$ cat config.mk
export PLATFORM = sky130hd
export DESIGN_NAME = axi_rd_arbiter
export DESIGN_NICKNAME = d
export VERILOG_FILES = /design/src/rtl/axi_rd_arbiter.sv
export SDC_FILE = /design/constraint.sdc
export NUM_CORES = 1
export LEC_CHECK = 0
export CORE_AREA = 2 2 139 141
export CTS_BUF_LIST = sky130_fd_sc_hd__clkbuf_4
export DETAILED_ROUTE_END_ITERATION = 10
export DIE_AREA = 0 0 141 143
export SYNTH_ARGS = -nofsm -noshare
export SYNTH_HDL_FRONTEND = slang
export SYNTH_SLANG_ARGS = --single-unit
export TNS_END_PERCENT = 20
$ cat constraint.sdc
create_clock -name clk -period 2.9 [get_ports clk]
set_input_delay 0.58 -clock clk [delete_from_list [all_inputs] [get_ports clk]]
set_output_delay 0.58 -clock clk [all_outputs]
set_load 0.01 [all_outputs]
$ cat src/rtl/axi_rd_arbiter.sv
`default_nettype none
// ============================================================================
// Module   : axi_rd_arbiter
// Brief    : Two-master AXI4 read-channel arbiter (m0 = icache, m1 = dcache)
//            sharing one downstream read slave. The winner's AR payload is
//            captured, replayed to the slave, and R beats are routed back to
//            the owner combinationally until the rlast handshake.
//            Optional feature: define ARB_RR_EN for round-robin arbitration;
//            otherwise fixed priority with FIXED_PRIO winning ties.
// Revision : 1.0 - initial release
// ============================================================================
module axi_rd_arbiter #(
    parameter int ADDR_W     = 32,
    parameter int DATA_W     = 64,
    parameter int FIXED_PRIO = 1
) (
    input  logic              clk,
    input  logic              rst,
    // master 0 (icache)
    input  logic [ADDR_W-1:0] m0_araddr,
    input  logic [7:0]        m0_arlen,
    input  logic [2:0]        m0_arsize,
    input  logic [1:0]        m0_arburst,
    input  logic              m0_arvalid,
    output logic              m0_arready,
    output logic [DATA_W-1:0] m0_rdata,
    output logic [1:0]        m0_rresp,
    output logic              m0_rvalid,
    output logic              m0_rlast,
    input  logic              m0_rready,
    // master 1 (dcache)
    input  logic [ADDR_W-1:0] m1_araddr,
    input  logic [7:0]        m1_arlen,
    input  logic [2:0]        m1_arsize,
    input  logic [1:0]        m1_arburst,
    input  logic              m1_arvalid,
    output logic              m1_arready,
    output logic [DATA_W-1:0] m1_rdata,
    output logic [1:0]        m1_rresp,
    output logic              m1_rvalid,
    output logic              m1_rlast,
    input  logic              m1_rready,
    // slave
    output logic [ADDR_W-1:0] s_araddr,
    output logic [7:0]        s_arlen,
    output logic [2:0]        s_arsize,
    output logic [1:0]        s_arburst,
    output logic              s_arvalid,
    input  logic              s_arready,
    input  logic [DATA_W-1:0] s_rdata,
    input  logic [1:0]        s_rresp,
    input  logic              s_rvalid,
    input  logic              s_rlast,
    output logic              s_rready,
    // status
    output logic              owner,
    output logic              busy,
    output logic              len_err
);

    localparam logic c_fixed_prio = (FIXED_PRIO != 0);

    typedef enum logic [1:0] {
        ST_IDLE = 2'd0,
        ST_ADDR = 2'd1,
        ST_DATA = 2'd2
    } state_t;

    state_t            r_state;
    logic              r_owner;
    logic              r_busy;
    logic              r_len_err;
    logic              r_s_arvalid;
    logic [8:0]        r_beat_cnt;
    logic [ADDR_W-1:0] r_araddr;
    logic [7:0]        r_arlen;
    logic [2:0]        r_arsize;
    logic [1:0]        r_arburst;

    logic              w_tie_winner;
    logic              w_winner;
    logic              w_any_req;
    logic              w_grant;
    logic              w_in_data;
    logic              w_owner_rready;
    logic              w_r_hs;
    logic              w_sel0;
    logic              w_sel1;
    logic [8:0]        w_beat_cnt_inc;
    logic [8:0]        w_beats_expected;

`ifdef ARB_RR_EN
    logic r_rr_ptr;

    assign w_tie_winner = r_rr_ptr;

    // Round-robin pointer: the master that loses this grant wins the next tie
    always_ff @(posedge clk) begin
        if (rst) begin
            r_rr_ptr <= c_fixed_prio;
        end else if (w_grant) begin
            r_rr_ptr <= ~w_winner;
        end
    end
`else
    assign w_tie_winner = c_fixed_prio;
`endif

    // Arbitration: a lone requester wins; ties go to the tie winner
    assign w_any_req  = m0_arvalid | m1_arvalid;
    assign w_winner   = (m0_arvalid & m1_arvalid) ? w_tie_winner : m1_arvalid;
    assign w_grant    = (r_state == ST_IDLE) & w_any_req;
    assign m0_arready = w_grant & ~w_winner;
    assign m1_arready = w_grant &  w_winner;

    // R channel is a pure pass-through to the owner while in the data phase
    assign w_in_data      = (r_state == ST_DATA);
    assign w_owner_rready = r_owner ? m1_rready : m0_rready;
    assign s_rready       = w_in_data & w_owner_rready;
    assign w_r_hs         = s_rvalid & s_rready;
    assign w_sel0         = w_in_data & ~r_owner;
    assign w_sel1         = w_in_data &  r_owner;

    assign m0_rvalid = w_sel0 & s_rvalid;
    assign m0_rdata  = w_sel0 ? s_rdata : '0;
    assign m0_rresp  = w_sel0 ? s_rresp : 2'b00;
    assign m0_rlast  = w_sel0 & s_rlast;
    assign m1_rvalid = w_sel1 & s_rvalid;
    assign m1_rdata  = w_sel1 ? s_rdata : '0;
    assign m1_rresp  = w_sel1 ? s_rresp : 2'b00;
    assign m1_rlast  = w_sel1 & s_rlast;

    // Beat count including the current beat versus the requested burst size
    assign w_beat_cnt_inc   = r_beat_cnt + 9'd1;
    assign w_beats_expected = {1'b0, r_arlen} + 9'd1;

    assign s_araddr  = r_araddr;
    assign s_arlen   = r_arlen;
    assign s_arsize  = r_arsize;
    assign s_arburst = r_arburst;
    assign s_arvalid = r_s_arvalid;
    assign owner     = r_owner;
    assign busy      = r_busy;
    assign len_err   = r_len_err;

    // Burst sequencer: grant/capture, AR replay, R routing until rlast
    always_ff @(posedge clk) begin
        if (rst) begin
            r_state     <= ST_IDLE;
            r_owner     <= 1'b0;
            r_busy      <= 1'b0;
            r_len_err   <= 1'b0;
            r_s_arvalid <= 1'b0;
            r_beat_cnt  <= '0;
            r_araddr    <= '0;
            r_arlen     <= '0;
            r_arsize    <= '0;
            r_arburst   <= '0;
        end else begin
            case (r_state)
                ST_IDLE: begin
                    if (w_any_req) begin
                        r_state     <= ST_ADDR;
                        r_owner     <= w_winner;
                        r_busy      <= 1'b1;
                        r_s_arvalid <= 1'b1;
                        r_araddr    <= w_winner ? m1_araddr  : m0_araddr;
                        r_arlen     <= w_winner ? m1_arlen   : m0_arlen;
                        r_arsize    <= w_winner ? m1_arsize  : m0_arsize;
                        r_arburst   <= w_winner ? m1_arburst : m0_arburst;
                    end
                end
                ST_ADDR: begin
                    if (s_arready) begin
                        r_state     <= ST_DATA;
                        r_s_arvalid <= 1'b0;
                    end
                end
                ST_DATA: begin
                    if (w_r_hs) begin
                        if (s_rlast) begin
                            r_state    <= ST_IDLE;
                            r_busy     <= 1'b0;
                            r_beat_cnt <= '0;
                            if (w_beat_cnt_inc != w_beats_expected) begin
                                r_len_err <= 1'b1;
                            end
                        end else begin
                            r_beat_cnt <= w_beat_cnt_inc;
                        end
                    end
                end
                default: begin
                    r_state     <= ST_IDLE;
                    r_busy      <= 1'b0;
                    r_s_arvalid <= 1'b0;
                    r_beat_cnt  <= '0;
                end
            endcase
        end
    end

endmodule
`default_nettype wire

# ---- After elaboration in Yosys (flattened, before gate mapping)
# Index checks and enable logic that the tools add are counted.
dict set report totals {
  elab_cells 69
  reg_bits 60
  output_inout_bits 188
  in_bits 165
}
dict set report op_classes {
  n_mux 24
  add_sub_neg 2
  n_eq_ne 7
  bitwise 18
  reduce_logical 8
}
# op count
set op_table {}
lappend op_table {{$mux W64} 2}
lappend op_table {{$mux W32} 1}
lappend op_table {{$mux W9} 2}
lappend op_table {{$pmux W9 S2} 1}
lappend op_table {{$mux W2} 7}
lappend op_table {{$and A1 B1 Y1} 12}
lappend op_table {{$reduce_and A4 Y1} 3}
lappend op_table {{$add A8 B1 Y9 const B} 1}
lappend op_table {{$add A9 B1 Y9 const B} 1}
lappend op_table {{$ne A9 B9 Y1} 1}
lappend op_table {{$mux W8} 1}
lappend op_table {{$mux W1} 6}
lappend op_table {{$ne A2 B2 Y1 const B} 3}
lappend op_table {{$pmux W1 S3} 2}
lappend op_table {{$pmux W2 S3} 1}
lappend op_table {{$not A1 Y1} 5}
lappend op_table {{$reduce_and A2 Y1} 2}
lappend op_table {{$mux W3} 1}
lappend op_table {{$reduce_and A3 Y1} 1}
lappend op_table {{$eq A2 B1 Y1 const B} 1}
lappend op_table {{$eq A2 B2 Y1 const B} 1}
lappend op_table {{$logic_not A2 Y1} 1}
lappend op_table {{$ne A2 B1 Y1 const B} 1}
lappend op_table {{$reduce_or A2 Y1} 1}
lappend op_table {{$or A1 B1 Y1} 1}

# ---- Logic depth before layout (Yosys ltp)
dict set report depth {
  word_depth 5
  depth_mapped 7
  mapped_depth_nobuf 6
}

# ---- Least setup slack after synthesis
# No wires, ideal clock.
dict set report synth_path {
  path_type {input port to output port}
  from {input m0_arvalid}
  to {output m0_arready}
  t_arrival_ps 1520
  cell_stages 5
  path_slack_ps 800
  path_cell_list {nor2_1 > or3_1 > clkbuf_1 > clkbuf_1 > nor2_1}
}
dict set report synth_between {
  elab_chain_len 4
}
# item line
set synth_rtl {}
lappend synth_rtl {{start, declared} 24} ;# input logic m0_arvalid,
lappend synth_rtl {{$and A1 B1 Y1} 111} ;# assign w_winner = (m0_arvalid & m1_arvalid) ? w_tie_winner : m1_arvalid;
lappend synth_rtl {{$mux W1} 111}
lappend synth_rtl {{$not A1 Y1} 113} ;# assign m0_arready = w_grant & ~w_winner;
lappend synth_rtl {{$and A1 B1 Y1 *} 113}
lappend synth_rtl {{end, declared} 25} ;# output logic m0_arready,
# Mark *: on every way between the ends. The rest lies on a longest branch, timed or not.

# ---- Final worst setup path
dict set report layout_path {
  from {register r_state[0]}
  to {output m0_rdata[30]}
}
dict set report layout_between {
  elab_chain_len 3
}
# item line
set layout_rtl {}
lappend layout_rtl {{start, declared} 69} ;# state_t r_state;
lappend layout_rtl {{start signal, assigned} 149} ;# r_state <= ST_IDLE;
lappend layout_rtl {{start signal, assigned} 163} ;# r_state <= ST_ADDR;
lappend layout_rtl {{start signal, assigned} 175} ;# r_state <= ST_DATA;
lappend layout_rtl {{$eq A2 B2 Y1} 117} ;# assign w_in_data = (r_state == ST_DATA);
lappend layout_rtl {{$and A1 B1 Y1} 121} ;# assign w_sel0 = w_in_data & ~r_owner;
lappend layout_rtl {{$mux W64} 125} ;# assign m0_rdata = w_sel0 ? s_rdata : '0;
lappend layout_rtl {{end, declared} 26} ;# output logic [DATA_W-1:0] m0_rdata,
# No other way between the ends.

==> metrics.log <==
INFO  metric io_buffers = 352
INFO  metric synth_fp_nets = 663
INFO  metric floorplan.core_area = 18,600 µm²
INFO  metric maxCapViolations = 0
INFO  metric timing.setup.tns = 0 ps
INFO  metric finClkSkew = 14.6 ps
INFO  metric adder_cell_share_of_the_synthesized_area = 0.645%
INFO  metric synth.distinct_cells = 38
INFO  metric timing.final.max_slew_violations = 0
INFO  metric placementRows = 50
INFO  metric grt_max_degree = 72
INFO  metric critPathKind = register to primary output
INFO  metric top_level_ports = 353
INFO  metric wl_per_cell = 18.1 µm
INFO  metric relative_contribution_of_sequential_cells_to_total_power = 40.9%
INFO  metric synth_xor_xnor_area_share = 4.64%
INFO  metric shortest_clock_period_the_worst_path_allows_after_layout = 2790 ps
INFO  metric power.net_switching = 0.731 mW
INFO  metric timing.hold.worst.class = register to register
INFO  metric power.share.switching = 31.8%
INFO  metric via_total_after_detailed_routing = 4,943
INFO  metric worstSetupEndpointType = primary output
INFO  metric post_synth_and_or_nand_nor_area_fraction = 39.7%
INFO  metric worst_slew_margin_rel = 46.3%
INFO  metric worst_setup_path_start_kind = register
INFO  metric clk-insertion-delay-late = 420 ps
INFO  metric grt_remaining_overflow = 0
INFO  metric worst-slew-pin-transition = 805 ps
INFO  metric grt_setup_unrepaired = false
INFO  metric drt_pre_antenna_iters = 4
INFO  metric synth-main-ff-cell = sky130_fd_sc_hd__dfxtp_1
INFO  metric finalWirelength = 19,400 µm
INFO  metric timing.fmax = 359 MHz
INFO  metric count_of_flip_flops_with_a_built_in_enable_after_synthesis = 0
INFO  metric area_growth = 103%
INFO  metric synth_top_family_by_area = simple AND/OR/NAND/NOR gates
INFO  metric power.share.combinational = 38.5%
INFO  metric post_synth_instance_area = 3880 µm²
INFO  metric fin_util = 42.3%
INFO  metric initial_utilization = 20.9%
INFO  metric cts_tree = built
INFO  metric syn_avg_cell_area = 7.82 µm²
INFO  metric cp_data_arrival_time = 2210 ps
INFO  metric antenna_violations_before_repair = 5
INFO  metric initialDrtViolationCount = 169
INFO  metric post_synth_inst_count = 496
INFO  metric pwr_density = 293 nW/µm²
INFO  metric final-seq-area = 1200 µm²
INFO  metric clock_sinks = 60
INFO  metric nets = 994
INFO  metric ctsRootBufferMaster = sky130_fd_sc_hd__clkbuf_4
INFO  metric internal = 1.57 mW
INFO  metric die_x = 141 µm
INFO  metric period_share = 96.1%
INFO  metric power.leakage = 3.09 nW
INFO  metric dpl.hpwl = 15,100 µm
INFO  metric die_area = 20,200 µm²
INFO  metric ys_ff_latch = 60
INFO  metric register_to_register_path_setup_slack = 640 ps
INFO  metric yosys-top-cells-area = sky130_fd_sc_hd__dfxtp_1 31%, sky130_fd_sc_hd__and2_1 11%, sky130_fd_sc_hd__and3_1 11%, sky130_fd_sc_hd__a22oi_1 8.7%, sky130_fd_sc_hd__nand3b_1 8.7%
INFO  metric synth-compound-area-share = 18.2%
INFO  metric netlist.area_leader.share = 31.0%
INFO  metric clock_buffer_count_from_cts = 9
INFO  metric cts-hold-fix-buffers = 0
INFO  metric clk_path_buf_depth = 2
INFO  metric place.gp.congestion = 0.797
INFO  metric crit_path_max_fanout = 28
INFO  metric post_drt_via_cell_ratio = 4.62
INFO  metric yosys.area.top_type = sky130_fd_sc_hd__dfxtp_1
INFO  metric pwr-share-clk = 20.6%
INFO  metric die_height = 143 µm
INFO  metric grt_pass1_vias = 4,655
INFO  metric multiInputGateArea = 2490 µm²
INFO  metric cts.reportedPaths.clkPinSlew = 90 ps
INFO  metric yosys-mux-area-fraction = 0.258%
INFO  metric count_of_nets_left_with_antenna_violations_after_detail_routing = 0
INFO  metric grt_pass1_wl = 27,600 µm
INFO  metric synth_sequential_area_ratio = 31.0%
INFO  metric outcome = complete, no violations
INFO  metric remaining_drc_errors = 0
INFO  metric fin_total_pwr = 2.30 mW
INFO  metric layout-drive-gt1-share = 5.42%
INFO  metric postSynth.asyncResetShare = 0%
INFO  metric groute.usage.overall = 17.8%
INFO  metric worst_ep_required_time = 2320 ps
INFO  metric clock_tree.htree_level_count = 3
INFO  metric yosysMostFrequentCell = sky130_fd_sc_hd__and2_1
INFO  metric count_of_final_hold_check_violations = 0
INFO  metric number_of_warnings_issued_by_yosys = 0
INFO  metric ys_top_cells_by_count = 69 x sky130_fd_sc_hd__and2_1, 68 x sky130_fd_sc_hd__and3_1, 60 x sky130_fd_sc_hd__dfxtp_1
INFO  metric timing.final.setup_violations = 0
INFO  metric irDropWorstVdd = 0.184 mV
INFO  metric filler_instances = 1,930
## what timing repair did
| action | CTS | global route |
|---|---|---|
| hold endpoints to repair | 0 | 0 |
| setup endpoints to repair | 5 | 31 |
| gates resized for setup | 0 | 6 |
| buffers inserted | 1 | 0 |
| pin swaps | 1 | 1 |
| cloned | 0 | 1 |
## critical path: stages, from the launching register on
cell and delay, ps:
sky130_fd_sc_hd__dfxtp_2 370, sky130_fd_sc_hd__nand2b_2 220, sky130_fd_sc_hd__nor2_4 210, sky130_fd_sc_hd__buf_12 200
sky130_fd_sc_hd__and2_1 220, sky130_fd_sc_hd__clkdlybuf4s50_1 560
## final timing paths
check / startpoint / end / cells after the start
max reg2reg: r_beat_cnt[0] / len_err / 5
min: busy / busy / 2
min reg2reg: busy / busy / 2
max: r_state[0] / m0_rdata[30] / 5
## cells in the final DEF (no fill, tap or decap), types with 5 or more instances in the layout
cell and count:
sky130_fd_sc_hd__clkdlybuf4s50_1 349, sky130_fd_sc_hd__a21oi_1 58, sky130_fd_sc_hd__nor2_1 11, sky130_fd_sc_hd__and2_1 69, sky130_fd_sc_hd__buf_4 13, sky130_fd_sc_hd__dfxtp_1 58
sky130_fd_sc_hd__xor2_1 11, sky130_fd_sc_hd__clkbuf_4 10, sky130_fd_sc_hd__and3_1 68, sky130_fd_sc_hd__nand3b_1 45, sky130_fd_sc_hd__or3_1 6, sky130_fd_sc_hd__diode_2 5
sky130_fd_sc_hd__nand2_1 11, sky130_fd_sc_hd__nand3_1 7, sky130_fd_sc_hd__a22oi_1 45, sky130_fd_sc_hd__inv_1 5, sky130_fd_sc_hd__xnor2_1 7
## per-layer routing
metal  up-vias  GRT usage [%]  wire (µm)
met1      2270           19.4       7310
li1       2443              -          -
met5         -              0          0
met4         0           7.26        380
met2       210           32.9      10400
met3        20           4.73       1290
## flip-flops by register name, summed over array words and instances, names as in the netlist, 2 cells and up
name        flops
s_araddr       32
r_beat_cnt      9
r_state         2
s_arburst       2
s_arsize        3
s_arlen         8
## stage by stage
step           instance area (µm²)  hold slack [ps]  setup slack, ps  std cells
6_report                      7860              473              113       1070
3_3_place_gp                  7700              455             67.3       1048
4_1_cts                       7800              478             23.2       1064
3_5_place_dp                  7700              465             72.3       1048
2_1_floorplan                 3880              457              800        496
5_1_grt                       7860              506             18.0       1070
## cell type report
| cell class | count | area share [%] |
|---|---|---|
| Antenna cell | 5 | 0.159 |
| Clock buffer | 10 | 0.955 |
| Clock inverter | 5 | 0.255 |
| Inverter | 5 | 0.239 |
| Multi-Input combinational cell | 379 | 31.6 |
| Sequential cell | 60 | 15.3 |
| Tap cell | 234 | 3.73 |
| Timing Repair Buffer | 372 | 47.7 |
## cells by family after synthesis
group / after synthesis
buffers and inverters: 57
muxes: 1
xor gates and xnor gates: 19
and+or+nand+nor: 242
AOI/OAI and AO/OA: 115
adders and majority gates: 2
DFF: 60
## power by group through the flow
stage / Clock [mW] / Combinational (mW) / Sequential (mW)
floorplan: 0 / 0.310 / 0.978
global placement: 0 / 0.885 / 0.957
detailed placement: 0 / 0.887 / 0.959
CTS: 0.497 / 0.891 / 0.941
global route: 0.528 / 0.958 / 0.951
finish: 0.474 / 0.885 / 0.942
Note: power is estimated with default switching activity, not from simulation.
